--- src/rtl/sqrt_scheduler.sv ---
// Round-robin scheduler sharing one combinational square_root among NUM_REQ requesters.
// Results are fixed point: rsp_data = floor(sqrt(operand) * 2^DATA_WIDTH), integer part in the upper half.

module square_root #(
    parameter int unsigned DATA_WIDTH = 8
) (
    input  logic [DATA_WIDTH-1:0]   operand,
    output logic [2*DATA_WIDTH-1:0] root
);
    localparam int unsigned ROOT_W = 2 * DATA_WIDTH;
    localparam int unsigned RAD_W  = 2 * ROOT_W;
    localparam int unsigned REM_W  = ROOT_W + 2;

    logic [RAD_W-1:0]  rad;
    logic [REM_W-1:0]  rem;
    logic [REM_W-1:0]  trial;
    logic [ROOT_W-1:0] acc;

    // Digit-by-digit restoring root of operand scaled by 2^(2*DATA_WIDTH)
    always_comb begin
        rad   = RAD_W'(operand) << ROOT_W;
        rem   = '0;
        trial = '0;
        acc   = '0;
        for (int i = ROOT_W - 1; i >= 0; i--) begin
            rem   = {rem[REM_W-3:0], rad[2*i +: 2]};
            trial = {acc, 2'b01};
            if (rem >= trial) begin
                rem = rem - trial;
                acc = {acc[ROOT_W-2:0], 1'b1};
            end else begin
                acc = {acc[ROOT_W-2:0], 1'b0};
            end
        end
        root = acc;
    end
endmodule

module sqrt_scheduler #(
    parameter int unsigned DATA_WIDTH = 8,
    parameter int unsigned NUM_REQ    = 4,
    parameter int unsigned ID_WIDTH   = 2
) (
    input  logic                            clk,
    input  logic                            rst,
    input  logic [NUM_REQ-1:0]              req_valid,
    input  logic [NUM_REQ*DATA_WIDTH-1:0]   req_data,
    output logic [NUM_REQ-1:0]              req_ready,
    output logic                            rsp_valid,
    output logic [ID_WIDTH-1:0]             rsp_id,
    output logic [2*DATA_WIDTH-1:0]         rsp_data,
    input  logic                            rsp_ready
);
    localparam int unsigned RES_W = 2 * DATA_WIDTH;

    typedef enum logic [1:0] {IDLE, CALC, RESP} state_t;

    state_t                state, state_d;
    logic [ID_WIDTH-1:0]   rr_ptr, rr_ptr_d;
    logic [ID_WIDTH-1:0]   grant_idx, search_idx;
    logic                  grant_found;
    logic [DATA_WIDTH-1:0] operand, operand_d, grant_data;
    logic [ID_WIDTH-1:0]   rsp_id_d;
    logic [RES_W-1:0]      rsp_data_d, root;
    logic                  rsp_valid_d;

    square_root #(.DATA_WIDTH(DATA_WIDTH)) u_root (
        .operand (operand),
        .root    (root)
    );

    // Rotating-priority search; index arithmetic wraps because NUM_REQ is a power of two
    always_comb begin
        grant_found = 1'b0;
        grant_idx   = '0;
        search_idx  = '0;
        for (int unsigned k = 0; k < NUM_REQ; k++) begin
            search_idx = rr_ptr + ID_WIDTH'(k);
            if (!grant_found && req_valid[search_idx]) begin
                grant_found = 1'b1;
                grant_idx   = search_idx;
            end
        end
    end

    always_comb begin
        grant_data = '0;
        for (int unsigned i = 0; i < NUM_REQ; i++) begin
            if (grant_idx == ID_WIDTH'(i)) begin
                grant_data = req_data[i*DATA_WIDTH +: DATA_WIDTH];
            end
        end
    end

    always_comb begin
        state_d     = state;
        rr_ptr_d    = rr_ptr;
        operand_d   = operand;
        rsp_id_d    = rsp_id;
        rsp_data_d  = rsp_data;
        rsp_valid_d = rsp_valid;
        req_ready   = '0;
        case (state)
            IDLE: begin
                if (grant_found) begin
                    req_ready = NUM_REQ'(1) << grant_idx;
                    operand_d = grant_data;
                    rsp_id_d  = grant_idx;
                    rr_ptr_d  = grant_idx + ID_WIDTH'(1);
                    state_d   = CALC;
                end
            end
            CALC: begin
                rsp_data_d  = root;
                rsp_valid_d = 1'b1;
                state_d     = RESP;
            end
            RESP: begin
                if (rsp_ready) begin
                    rsp_valid_d = 1'b0;
                    state_d     = IDLE;
                end
            end
            default: state_d = IDLE;
        endcase
        // No grant may be issued while reset is held
        if (rst) begin
            req_ready = '0;
        end
    end

    always_ff @(posedge clk) begin
        if (rst) begin
            state     <= IDLE;
            rr_ptr    <= '0;
            operand   <= '0;
            rsp_id    <= '0;
            rsp_data  <= '0;
            rsp_valid <= 1'b0;
        end else begin
            state     <= state_d;
            rr_ptr    <= rr_ptr_d;
            operand   <= operand_d;
            rsp_id    <= rsp_id_d;
            rsp_data  <= rsp_data_d;
            rsp_valid <= rsp_valid_d;
        end
    end
endmodule

--- config.mk ---
export PLATFORM = sky130hd
export DESIGN_NAME = sqrt_scheduler
export DESIGN_NICKNAME = d
export VERILOG_FILES = /design/src/rtl/sqrt_scheduler.sv
export SDC_FILE = /design/constraint.sdc
export NUM_CORES = 1
export LEC_CHECK = 0
export ABC_AREA = 0
export CORE_ASPECT_RATIO = 0.6
export CORE_MARGIN = 2
export CORE_UTILIZATION = 60
export CTS_CLUSTER_DIAMETER = 80
export DETAILED_ROUTE_END_ITERATION = 8
export GPL_TIMING_DRIVEN = 0
export PLACE_DENSITY = 0.82
export SETUP_SLACK_MARGIN = 0.15
export SLEW_MARGIN = 20
export SYNTH_ARGS = -nofsm -noshare
export SYNTH_HDL_FRONTEND = slang
export SYNTH_SLANG_ARGS = --single-unit
--- constraint.sdc ---
create_clock -name clk -period 71.4 [get_ports clk]
set_clock_uncertainty 0.15 [all_clocks]
set_input_delay 14.28 -clock clk [delete_from_list [all_inputs] [get_ports clk]]
set_output_delay 14.28 -clock clk [all_outputs]
set_load 0.005 [all_outputs]
==> metrics.yaml <==
outcome:
  status: "finished clean"
floorplanning:
  num_rows: 31
  io_pins: 62
  start_util: 0.609
  core_sq_mm: 0.0119
  die_h_um: 89.3
  die_w_um: 146
  die-area_sq_mm: 0.0131
place:
  io_buffers: 56
  placed_cell_area_sq_mm: 0.00806
  place.gp.congestion: 0.949
  dpl.hpwl_mm: 18.3
synthesis:
  synth_top_area_cell: "ha_1"
  ys_ff_latch: 27
  async_flop_share: 0
  ys_seq_area_frac: 0.0743
  synth_cell_types: 107
  syn_inst: 1001
  synth_ff_type: "dfxtp_1"
  yosysTopAreaCellShare: 0.127
  synth_enable_flop_cells: 0
  synth_area_sq_mm: 0.00728
  yosysWarnings: 0
  synthTopCellsByArea: "ha_1 13%, dfxtp_1 7.4%, a21oi_1 5.6%"
  syn_area_per_cell_sq_um: 7.27
grt:
  grt_pass1_vias: 6991
  grt_pass1_wl_mm: 36.0
  grt_max_degree: 17
  grt_usage: 0.339
  grt.overflow.total: 0
  antenna_found_initial: 0
timing:
  hold_viol_final: 0
  worst_pin_slew_ns: 0.872
  rsz0062_at_grt: "no"
  final-max-slew-violation-count: 0
  slew-limit-headroom: 0.414
  fin_crit_ns: 31.55
  setup_violations: 0
  timing.final.crit_share: 0.442
  fin_tns_setup_ns: 0
  timing.fmax_mhz: 31.7
  fin_hold_ws_ns: 0.354
routing:
  drc: 0
  antenna_left: 0
  post_drt_wl_per_cell_um: 18.3
  avgViaCountPerCell: 6.58
  firstDrtPassIters: 5
  drt_wl_total_mm: 22.6
  via_count: 8095
  drt_iter0_markers: 877
worst_setup_path:
  cp_slowest_cell: "clkdlybuf4s50_1"
  worst-path-buf-inv: 4
  reg2reg_depth: 120
  required_ns: 56.97
  worstSetupPathType: "input port to output pin"
  max_stage_delay_ns: 0.52
  rrSetupSlack_ns: 41.05
  cpMostUsedCell: "clkdlybuf4s50_1"
  critical_path.top_delay_family: "buffers and inverters"
  cp-end-kind: "output pin"
  path_max_fanout: 10
  cp_data_arrival_time_ns: 17.12
  crit_chain: "clkdlybuf4s50_1, mux2i_1, nor2_1, nor4_1, ha_1, buf_1, clkbuf_1, and2_1, clkdlybuf4s50_1"
  reg2reg_from: "operand[4]"
  r2r-end: "rsp_data[0]"
  critPathLaunchType: "input port"
job:
  maxCapViolCount: 0
clock_tree:
  cts_buffer_depth: 2
  cts_hold_buf: 0
  cts_tree: "done"
  post_cts_buffers: 0
  clk_pin_slew_ns: 0.07
  clock_sinks: 27
  ctsResizeCount: 0
  cts_buffers: 3
  clk_latency_ns: 0.26
  clock-root-buffer: "clkbuf_16"
  htree_levels: 1
hold_path:
  whs_path_depth: 2
  hp-start: "rsp_data[11]"
  hp-class: "flip-flop to flip-flop"
  hold_end: "rsp_data[11]"
layout:
  fin_nets: 1181
  diodes: 0
  fin_util: 0.682
  synthToLayoutAreaGrowth_pct: 11.9
  layout-drive-gt1-share: 0.0930
  fin_area_sq_mm: 0.00814
[area by class of cell]
cell class / count / area [sq um]
Multi-Input combinational cell: 886 / 6360
Fill cell: 1020 / 3800
Timing Repair Buffer: 56 / 561
Sequential cell: 27 / 541
Tap cell: 165 / 206
Inverter: 53 / 199
Buffer: 39 / 198
Clock buffer: 3 / 75.1
Clock inverter: 1 / 7.51
[registers in the layout (all words and copies together) (netlist names)]
name	count
rr_ptr	2
state	2
rsp_data	12
operand	8
rsp_valid	1
rsp_id	2
[placed cells by master, fill, tap and decap left out, types with 7 or more instances in the layout]
master           count
nand2_1             78
nor2_1             102
a21oi_1             82
a21o_1              26
xor2_1              21
mux2i_1             13
nor3_1              24
o211ai_1            18
o31ai_1             12
ha_1                74
a211oi_1            19
mux2_4               8
o31a_1               7
o21a_1               7
buf_4                8
and2_1              16
dfxtp_1             27
a211o_1              8
a31oi_1             15
o21ai_0             41
clkbuf_1            21
xnor2_1             39
nor4_1              11
nor2b_1             15
or3_1               11
o21ai_1              8
nand3_1             28
clkdlybuf4s50_1     56
o21bai_1             9
a22oi_1             11
inv_1               47
nand2b_1            10
a311oi_1             9
and3_1              14
[layer usage]
metal / track usage / vias up / share of wire
li1: - / 3908 / -
met5: 0 / - / 0
met2: 0.478 / 472 / 0.38
met3: 0.0673 / 11 / 0.12
met4: 0.0556 / 0 / 0.0054
met1: 0.529 / 3704 / 0.49
[worst max path at each step]
stage | start | slack, ns | depth (start not counted) | endpoint
2_1_floorplan | req_valid[3] | 41.17 | 7 | req_ready[3]
3_3_place_gp | req_valid[3] | 39.91 | 9 | req_ready[3]
3_5_place_dp | req_valid[0] | 39.86 | 9 | req_ready[3]
4_1_cts | req_valid[0] | 39.84 | 9 | req_ready[3]
5_1_grt | operand[4] | 38.86 | 120 | rsp_data[0]
6_report | req_valid[0] | 39.85 | 9 | req_ready[3]
[metrics by stage]
stage / cells / worst slack (ns)
after floorplan: 1005 / 41.17
after global routing: 1230 / 38.86
final: 1230 / 39.85
after global placement: 1226 / 39.91
after detailed placement: 1226 / 39.86
after CTS: 1230 / 39.84
[worst min-delay path, stage by stage (launching register included)]
cell	delay, ns
dfxtp_1	0.31
nor2_1	0.10
a211oi_1	0.05
[Yosys cell counts, types with 11 or more instances]
cell type  number
or3_1          11
a21o_1         26
o21ai_0        41
nand2_1        78
nor4_1         11
nor3_1         24
a22oi_1        11
ha_1           74
mux2i_1        13
and3_1         14
nor2_1        103
clkbuf_1       21
nor2b_1        15
o211ai_1       18
inv_1          47
dfxtp_1        27
xor2_1         21
a211oi_1       19
a31oi_1        15
o31ai_1        12
a21oi_1        82
and2_1         16
xnor2_1        39
nand3_1        28
[cell families (layout without fill, tap and decap cells)]
group,Yosys count,count (layout),synth area share
AND/OR/NAND/NOR,361,361,0.260
AO/OA/AOI/OAI,354,354,0.356
buffers and inverters,92,152,0.0545
adder cells (fa/ha/maj),76,76,0.133
XOR/XNOR,60,60,0.0722
multiplexers,29,29,0.0483
flip-flops,27,27,0.0743
other,2,6,0.00103
Power is not shown: default switching activity piles up to over one toggle a cycle in this logic, so the estimate is an artifact.
